<file path="src/rtl/tcrc_serializer_if.sv">
// tcrc_serializer_if
//   Bundles the control, data and status signals of the CAN CRC-15
//   accumulator/serializer. The frame controller drives the "master" side;
//   the CRC block is the "slave" side.
//
//   Controller -> CRC block:
//     start        clear CRC and begin accumulating a frame
//     bit_en       one-cycle strobe per non-stuff bit time
//     data_in      transmitted bit, sampled when bit_en=1
//     preload      load crc_reg from preload_val
//     preload_val  15-bit preload value
//     crc_send     stop accumulating, begin serializing the CRC
//     abort        terminate any operation, return to IDLE
//   CRC block -> controller:
//     crc_reg      current CRC register contents
//     crc_bit      serialized CRC bit (crc_reg[14] while shifting, else 0)
//     busy         accumulating or shifting
//     shift_done   one-cycle pulse after the 15th CRC bit
interface tcrc_serializer_if;
  logic        start;
  logic        bit_en;
  logic        data_in;
  logic        preload;
  logic [14:0] preload_val;
  logic        crc_send;
  logic        abort;
  logic [14:0] crc_reg;
  logic        crc_bit;
  logic        busy;
  logic        shift_done;

  modport master (
    output start, bit_en, data_in, preload, preload_val, crc_send, abort,
    input  crc_reg, crc_bit, busy, shift_done
  );

  modport slave (
    input  start, bit_en, data_in, preload, preload_val, crc_send, abort,
    output crc_reg, crc_bit, busy, shift_done
  );
endinterface

</file>
<file path="src/rtl/tcrc_serializer.sv">
// tcrc_serializer
//   CAN CRC-15 accumulator and serializer. In CALC each bit_en strobe folds
//   data_in into the CRC (stuff bits carry no strobe and are excluded). On
//   crc_send the 15 CRC bits are shifted out MSB-first on crc_bit, one per
//   bit_en strobe, followed by a one-cycle shift_done pulse.
//
//   Ports:
//     clock   rising-edge clock
//     reset   asynchronous active-low reset
//     bus     tcrc_serializer_if.slave (control inputs, CRC/status outputs)
//   Parameter:
//     POLY    generator polynomial, x^15 term implied (CAN: 15'h4599)
module tcrc_serializer #(
  parameter logic [14:0] POLY = 15'h4599
) (
  input  logic               clock,
  input  logic               reset,
  tcrc_serializer_if.slave   bus
);

  typedef enum logic [1:0] {
    IDLE  = 2'd0,
    CALC  = 2'd1,
    SHIFT = 2'd2
  } state_t;

  state_t      state_q, state_d;
  logic [14:0] crc_q,   crc_d;
  logic [3:0]  cnt_q,   cnt_d;
  logic        done_q,  done_d;
  logic        nxt;

  always_ff @(posedge clock or negedge reset) begin
    if (!reset) begin
      state_q <= IDLE;
      crc_q   <= '0;
      cnt_q   <= '0;
      done_q  <= 1'b0;
    end else begin
      state_q <= state_d;
      crc_q   <= crc_d;
      cnt_q   <= cnt_d;
      done_q  <= done_d;
    end
  end

  // Feedback bit of the LFSR-style CRC update.
  assign nxt = bus.data_in ^ crc_q[14];

  // Inputs are decoded as a strict priority chain:
  // abort > start > preload > crc_send > bit_en.
  always_comb begin
    state_d = state_q;
    crc_d   = crc_q;
    cnt_d   = cnt_q;
    done_d  = 1'b0;

    if (bus.abort) begin
      state_d = IDLE;
      crc_d   = '0;
      cnt_d   = '0;
    end else if (bus.start) begin
      state_d = CALC;
      crc_d   = '0;
      cnt_d   = '0;
    end else if (bus.preload && (state_q != SHIFT)) begin
      // Preload in SHIFT falls through so the shift continues undisturbed.
      crc_d = bus.preload_val;
    end else if (bus.crc_send && (state_q == CALC)) begin
      state_d = SHIFT;
      cnt_d   = '0;
    end else if (bus.bit_en) begin
      unique case (state_q)
        CALC: begin
          crc_d = {crc_q[13:0], 1'b0} ^ (nxt ? POLY : 15'd0);
        end
        SHIFT: begin
          crc_d = {crc_q[13:0], 1'b0};
          if (cnt_q == 4'd14) begin
            // Terminal strobe: the counter returns to 0 since it is held
            // at 0 whenever the block is not shifting.
            state_d = IDLE;
            cnt_d   = '0;
            done_d  = 1'b1;
          end else begin
            cnt_d = cnt_q + 4'd1;
          end
        end
        default: ;
      endcase
    end
  end

  assign bus.crc_reg    = crc_q;
  assign bus.crc_bit    = (state_q == SHIFT) ? crc_q[14] : 1'b0;
  assign bus.busy       = (state_q != IDLE);
  assign bus.shift_done = done_q;

endmodule
</file>
<file path="src/flat_wrapper.sv">
// flat-port wrapper written by rule: the top's interface ports become plain ports
module tcrc_serializer_flat 
#(
  parameter logic [14:0] POLY = 15'h4599
)
  (clock, reset, bus_start, bus_bit_en, bus_data_in, bus_preload, bus_preload_val, bus_crc_send, bus_abort, bus_crc_reg, bus_crc_bit, bus_busy, bus_shift_done);
  tcrc_serializer_if bus_i ();
  input  logic clock;
  input  logic reset;
  input wire logic [$bits(bus_i.start)-1:0] bus_start;
  input wire logic [$bits(bus_i.bit_en)-1:0] bus_bit_en;
  input wire logic [$bits(bus_i.data_in)-1:0] bus_data_in;
  input wire logic [$bits(bus_i.preload)-1:0] bus_preload;
  input wire logic [$bits(bus_i.preload_val)-1:0] bus_preload_val;
  input wire logic [$bits(bus_i.crc_send)-1:0] bus_crc_send;
  input wire logic [$bits(bus_i.abort)-1:0] bus_abort;
  output wire logic [$bits(bus_i.crc_reg)-1:0] bus_crc_reg;
  output wire logic [$bits(bus_i.crc_bit)-1:0] bus_crc_bit;
  output wire logic [$bits(bus_i.busy)-1:0] bus_busy;
  output wire logic [$bits(bus_i.shift_done)-1:0] bus_shift_done;
  assign bus_i.start = bus_start;
  assign bus_i.bit_en = bus_bit_en;
  assign bus_i.data_in = bus_data_in;
  assign bus_i.preload = bus_preload;
  assign bus_i.preload_val = bus_preload_val;
  assign bus_i.crc_send = bus_crc_send;
  assign bus_i.abort = bus_abort;
  assign bus_crc_reg = bus_i.crc_reg;
  assign bus_crc_bit = bus_i.crc_bit;
  assign bus_busy = bus_i.busy;
  assign bus_shift_done = bus_i.shift_done;
  tcrc_serializer #(.POLY(POLY)) u_core (.clock(clock), .reset(reset), .bus(bus_i));
endmodule
</file>
<file path="config.mk">
export PLATFORM = sky130hd
export DESIGN_NAME = tcrc_serializer_flat
export DESIGN_NICKNAME = d
export VERILOG_FILES = /design/src/rtl/tcrc_serializer_if.sv /design/src/rtl/tcrc_serializer.sv /design/src/flat_wrapper.sv
export SDC_FILE = /design/constraint.sdc
export NUM_CORES = 1
export LEC_CHECK = 0
export ABC_AREA = 1
export CORE_MARGIN = 4
export CORE_UTILIZATION = 29
export DETAILED_ROUTE_END_ITERATION = 16
export PLACE_DENSITY = 0.62
export SLEW_MARGIN = 20
export SYNTH_ARGS = -nofsm -noshare
export SYNTH_HDL_FRONTEND = slang
export SYNTH_SLANG_ARGS = --single-unit
export TNS_END_PERCENT = 20
</file>
<file path="constraint.sdc">
create_clock -name clock -period 2.39 [get_ports clock]
set_input_delay 0.5975 -clock clock [delete_from_list [all_inputs] [get_ports clock]]
set_output_delay 0.5975 -clock clock [all_outputs]
set_load 0.01 [all_outputs]
</file>
==> results of run 1 <==
## through the flow
stage,hold WS (ps),util
finish,526,0.422
global route,565,0.422
CTS,526,0.422
floorplan,302,-
global placement,500,0.410
detailed placement,507,0.410
## area by class of cell
class / instances / area share
Clock buffer: 4 / 0.0295
Inverter: 27 / 0.0557
Multi-Input combinational cell: 140 / 0.362
Sequential cell: 22 / 0.295
Tap cell: 52 / 0.0349
Timing Repair Buffer: 42 / 0.223
## power groups by stage
stage          clock (mW)  sequential (mW)  combinational (mW)
3_3_place_gp            0            0.412               0.202
6_report            0.275            0.405               0.200
2_1_floorplan           0            0.414              0.0984
5_1_grt             0.298            0.407               0.225
4_1_cts             0.283            0.405               0.204
3_5_place_dp            0            0.412               0.203
## tightest hold or removal path, delay by kind of cell (launching register included)
kind             cells  cell delay [ps]
DFF                  1              380
and+or+nand+nor      2              120
## cell families (layout without fill, tap and decap cells)
logic type      count (synthesis)  in the layout  share of synthesized area
compound gates                 18             18                     0.0793
simple gates                  117            117                      0.377
flops                          22             22                      0.410
buf+inv                        29             73                     0.0868
fa+ha+maj                       5              5                     0.0466
## worst paths after layout
path / start / end / cells after the start
setup reg to reg: u_core.state_q[0]$_DFFE_PN0P_ / u_core.bus.crc_reg[8]$_DFFE_PN0P_ / 8
max in group asynchronous: reset / u_core.bus.crc_reg[3]$_DFFE_PN0P_ / 2
hold / removal: u_core.bus.crc_reg[8]$_DFFE_PN0P_ / u_core.bus.crc_reg[8]$_DFFE_PN0P_ / 2
hold reg to reg: u_core.bus.crc_reg[8]$_DFFE_PN0P_ / u_core.bus.crc_reg[8]$_DFFE_PN0P_ / 2
setup / recovery: u_core.state_q[0]$_DFFE_PN0P_ / bus_crc_bit / 5
min in group asynchronous: reset / u_core.cnt_q[0]$_DFFE_PN0P_ / 2
## per-layer routing
layer | share of wire | track usage
met4 | 0.016 | 0.0480
met5 | 0 | 0
met1 | 0.51 | 0.168
met2 | 0.43 | 0.170
met3 | 0.040 | 0.0248
## placed cells by master, fill, tap and decap left out
cell | Yosys | final
o21ai_0 | 13 | 13
o21ai_1 | 2 | 2
nand2_2 | 3 | 3
nand3b_1 | 1 | 1
inv_4 | 1 | 1
nor2_2 | 1 | 1
o31ai_1 | 1 | 1
buf_4 | 1 | 2
inv_2 | 2 | 2
inv_1 | 24 | 24
dfrtp_1 | 22 | 22
o211ai_1 | 1 | 1
nand2_1 | 66 | 66
nand4_1 | 2 | 2
clkbuf_8 | 0 | 4
a21oi_4 | 1 | 1
nor2_1 | 21 | 21
nand3_1 | 20 | 20
nand2_4 | 1 | 1
ha_1 | 5 | 5
nor2_4 | 2 | 2
clkdlybuf4s50_1 | 0 | 40
==> impl_metrics.yaml, run 1 <==
outcome:
  status: "finished, final reports clean"
logic_synthesis:
  synth_edf_count: 0
  ys_warn_count: 0
  synth_nets: 219
  synth_commonest_cells: "nand2_1 (66), inv_1 (24), dfrtp_1 (22)"
  syn_area_um2: 1340
  ys_seq_area_frac: 0.410
  yosysTopAreaCellShare: 0.410
  ys.flop_type: "dfrtp_1"
  async_reset_ff_frac: 1.00
  synth.largest_area_cell: "dfrtp_1"
  netlist_top_cells_area: "dfrtp_1 (41%), nand2_1 (18%), nand3_1 (7.5%), inv_1 (6.7%), nor2_1 (5.9%)"
  avgSynthCellArea_um2: 7.02
  syn_inst: 191
  synthMostInstantiatedCell: "nand2_1"
  synth_cell_types: 21
  ys_ff_latch: 22
timing:
  setup_ws_ps: 112
  slew_violations: 0
  fmax_ghz: 0.439
  slew_headroom: 0.800
  rsz0062_at_grt: "no"
  fin_crit_ps: 2280
  finalHoldViolations: 0
  fin_setup_tns_ps: 0
  min_period_over_period: 0.953
  setup_viol: 0
  clock_skew_ps: 1.65
  worstMarginPinSlew_ps: 300
floorplan:
  die_x_um: 76.0
  coreArea_um2: 4410
  rows: 24
  start_util: 0.304
  die_h_um: 76.0
  die-area_um2: 5780
  ios: 41
worst_setup_path:
  critPathMostFrequentCell: "inv_1"
  worstPathRequired_ps: 1790
  slowest_stage: "clkdlybuf4s50_1"
  cp_max_fo: 4
  cp-start-kind: "flop"
  crit_family: "buffers and inverters"
  cp-end-kind: "output port"
  path_cells: "inv_1 > ha_1 > nand2_1 > inv_1 > clkdlybuf4s50_1"
  path_class: "reg2out"
  critical_path_buf_inv_count: 3
  crit_path_max_incr_delay_ps: 520
  arrival_ps: 1680
  r2r_setup_slack_ps: 810
pwr:
  p_leak_nw: 0.884
  switching_power_mw: 0.248
  internal_power_mw: 0.631
  ir_drop_v: 0.000181
  p_seq_frac: 0.460
  p_total_mw: 0.879
  pwr-share-clk: 0.313
  comb_power_share: 0.227
  p_per_area_nw_per_um2: 471
  p_sw_frac: 0.282
global_route:
  grt_first_pass_wirelength_um: 5660
  overflow: 0
  grt_use_total: 0.117
  grt_max_degree: 23
  antenna_found_initial: 0
  grt_pass1_vias: 1208
final_layout:
  regArea_um2: 551
  num-fill-cells: 465
  drive_gt1_frac: 0.0723
  multiInputGateArea_um2: 674
  nNetsFinal: 264
  area_growth_pct: 39.0
  largest_reg_flops: 15
  final_area_um2: 1860
  instances_no_fill: 287
  diodes: 0
cts:
  htreeDepth: 1
  holdBufCountCts: 0
  ctsResizeCount: 0
  cts.path.max_buffers: 2
  path_clk_slew_ps: 80
  numCtsBuffers: 3
  clkLatencyLatePin_ps: 270
  cts_tree: "done"
  cts-root-buf: "clkbuf_8"
  numClockSinks: 22
  postCtsSetupBuffers: 0
routing:
  viasPerCell: 4.42
  drc: 0
  wl_per_cell_um: 11.4
  ant_nets: 0
  drtPass1Iterations: 4
  routed_wl_um: 3290
  drt_iter0_drc: 108
  dr_total_vias: 1268
placement:
  place_ws_ps: 390
  dp_cells: 283
  dpl-instance-area_um2: 1810
  gp_congestion: 0.818
  dp_hpwl_um: 2540
  io_buffers: 40
worst_hold_path:
  hp-class: "reg2reg"
run:
  cap_violations: 0
Note: power is estimated with default switching activity, not from simulation.
==> inputs of run 2 (changes only) <==
- ABC_CLOCK_PERIOD_IN_PS: default -> 2090
- PLACE_DENSITY: 0.62 -> 0.64
- RECOVER_POWER: default -> 100
- clock period: 2.39 -> 2.09 ns (I/O delays scaled with it)
==> run 2 against run 1 <==
  * Utilization grew 0.23 points
  * Clock-buffer cell count unchanged
  * Final cell count up 0.70%
  * Routed wire length up 2.2%
  * Die area unchanged
  * Clock skew grew 3.1 ps
  * Final area rose by 0.54%
  * Via count is 1.1% higher
  * Clock power up 12%
  * First-iteration DRC count increased by 13%
  * Largest cell class unchanged
  * Largest power group unchanged
==> impl_metrics.yaml, run 2 (same netlist as run 1, synthesis figures left out) <==
final_layout:
  instances_no_fill: 289
  num-fill-cells: 474
  multiInputGateArea_um2: 672
  area_growth_pct: 39.7
  regArea_um2: 551
  mostFrequentLayoutCells: "nand2_1 (68), inv_1 (23), nor2_1 (22), dfrtp_1 (22), clkdlybuf4s50_1 (21)"
  drive_gt1_frac: 0.0759
  diodes: 0
  largest_reg_flops: 15
  layout_commonest_cell: "nand2_1"
  nNetsFinal: 266
floorplan:
  rows: 24
  die_h_um: 76.0
  die-area_um2: 5780
  coreArea_um2: 4410
  start_util: 0.304
  ios: 41
  die_x_um: 76.0
cts:
  numClockSinks: 22
  cts_tree: "done"
  holdBufCountCts: 0
  clkLatencyLatePin_ps: 260
  cts-root-buf: "clkbuf_8"
  htreeDepth: 1
  path_clk_slew_ps: 80
  numCtsBuffers: 3
  cts.path.max_buffers: 2
timing:
  rsz0062_at_grt: "no"
  fmax_ghz: 0.547
  clock_skew_ps: 4.70
  min_period_over_period: 0.875
  setup_ws_ps: 261
  slew_violations: 0
  setup_viol: 0
  worstMarginPinSlew_ps: 470
  finalHoldViolations: 0
  fin_crit_ps: 1830
  slew_headroom: 0.686
  fin_setup_tns_ps: 0
run:
  cap_violations: 0
global_route:
  grt_use_total: 0.117
  overflow: 0
  grt_pass1_vias: 1217
  antenna_found_initial: 0
  grt_max_degree: 23
  grt_first_pass_wirelength_um: 5530
pwr:
  internal_power_mw: 0.718
  p_seq_frac: 0.464
  p_leak_nw: 0.938
  switching_power_mw: 0.277
  p_sw_frac: 0.278
  ir_drop_v: 0.000312
  p_per_area_nw_per_um2: 531
  comb_power_share: 0.226
  pwr-share-clk: 0.309
routing:
  viasPerCell: 4.44
  dr_total_vias: 1282
  ant_nets: 0
  routed_wl_um: 3360
  drc: 0
  drt_iter0_drc: 122
  drtPass1Iterations: 4
  wl_per_cell_um: 11.6
worst_setup_path:
  critical_path_buf_inv_count: 3
  cp_max_fo: 4
  r2r-start: "u_core.state_q[0]$_DFFE_PN0P_"
  crit_family: "buffers and inverters"
  path_class: "reg2out"
  cp-end-kind: "output port"
  slowest_stage: "dfrtp_1"
  r2r_setup_slack_ps: 320
  crit_path_max_incr_delay_ps: 390
  worstPathRequired_ps: 1570
  path_cells: "inv_2 > ha_4 > nand2_1 > inv_1 > clkdlybuf4s25_1"
  r2r_end: "u_core.bus.crc_reg[0]$_DFFE_PN0P_"
  cp-start-kind: "flop"
  arrival_ps: 1310
  reg2regPathDepth: 8
placement:
  dp_hpwl_um: 2520
  gp_congestion: 0.795
  place_ws_ps: 171
  dp_cells: 284
  io_buffers: 40
worst_hold_path:
  worstHoldStart: "u_core.bus.crc_reg[10]$_DFFE_PN0P_"
  min_path_cells: 2
  whs_endpoint: "u_core.bus.crc_reg[10]$_DFFE_PN0P_"
  hp-class: "reg2reg"
outcome:
  status: "finished, final reports clean"
[run 2: cell types whose count changed in the layout (fill, tap and decap cells not counted), sizes merged]
cell | before | now
buf | 2 | 3
clkdlybuf4s50 | 40 | 21
clkbuf | 4 | 5
dlygate4sd3 | 0 | 17
clkdlybuf4s25 | 0 | 2
[run 2: area by class of cell]
class,count,share of cell area
Tap cell,52,0.0347
Sequential cell,22,0.294
Clock buffer,4,0.0294
Inverter,27,0.0541
Multi-Input combinational cell,140,0.358
Timing Repair Buffer,44,0.230
[run 2: worst max-delay path by stage]
stage                                             start                                 to  cells after the start
after floorplan           u_core.state_q[0]$_DFFE_PN0P_  u_core.bus.crc_reg[0]$_DFFE_PN0P_                      7
after global placement    u_core.state_q[0]$_DFFE_PN0P_                        bus_crc_bit                      5
after detailed placement  u_core.state_q[0]$_DFFE_PN0P_                        bus_crc_bit                      5
after CTS                 u_core.state_q[0]$_DFFE_PN0P_                        bus_crc_bit                      5
after global routing                          bus_start        u_core.cnt_q[2]$_DFFE_PN0P_                      7
final                     u_core.state_q[0]$_DFFE_PN0P_                        bus_crc_bit                      5
[run 2: timing repair]
item                       4_1_cts  5_1_grt
setup endpoints to repair        1        2
gates resized for setup          3        2
setup buffers                    1        0
pin swaps                        0        0
[run 2: power groups by stage]
stage / registers, mW / clock network, mW / logic (mW)
after global routing: 0.465 / 0.331 / 0.255
after CTS: 0.463 / 0.318 / 0.240
final: 0.462 / 0.308 / 0.225
after floorplan: 0.474 / 0 / 0.113
after global placement: 0.471 / 0 / 0.233
after detailed placement: 0.471 / 0 / 0.232
[run 2: through the flow]
stage	cell area, µm²	util	power, mW	hold slack, ps
after floorplan	1340	-	0.586	227
after global placement	1820	0.412	0.704	505
after detailed placement	1820	0.412	0.704	504
after CTS	1890	0.429	1.02	538
after global routing	1870	0.425	1.05	555
final	1870	0.425	0.995	527
[run 2: layer usage]
metal	part of all wire	global-route usage	up-vias	wire length, µm
met1	0.49	0.165	559	1650
met2	0.43	0.170	33	1450
met5	0	0	-	0
met4	0.018	0.0480	0	60
li1	-	-	686	-
met3	0.058	0.0284	4	196
[run 2: worst register-to-register path, cell delays in order, from the launching register on]
cell,delay (ps)
dfrtp_1,390
clkbuf_4,140
ha_1,200
nand2_1,160
nand3_1,140
nand2_1,330
inv_2,150
nand2_1,90
nand2_1,50
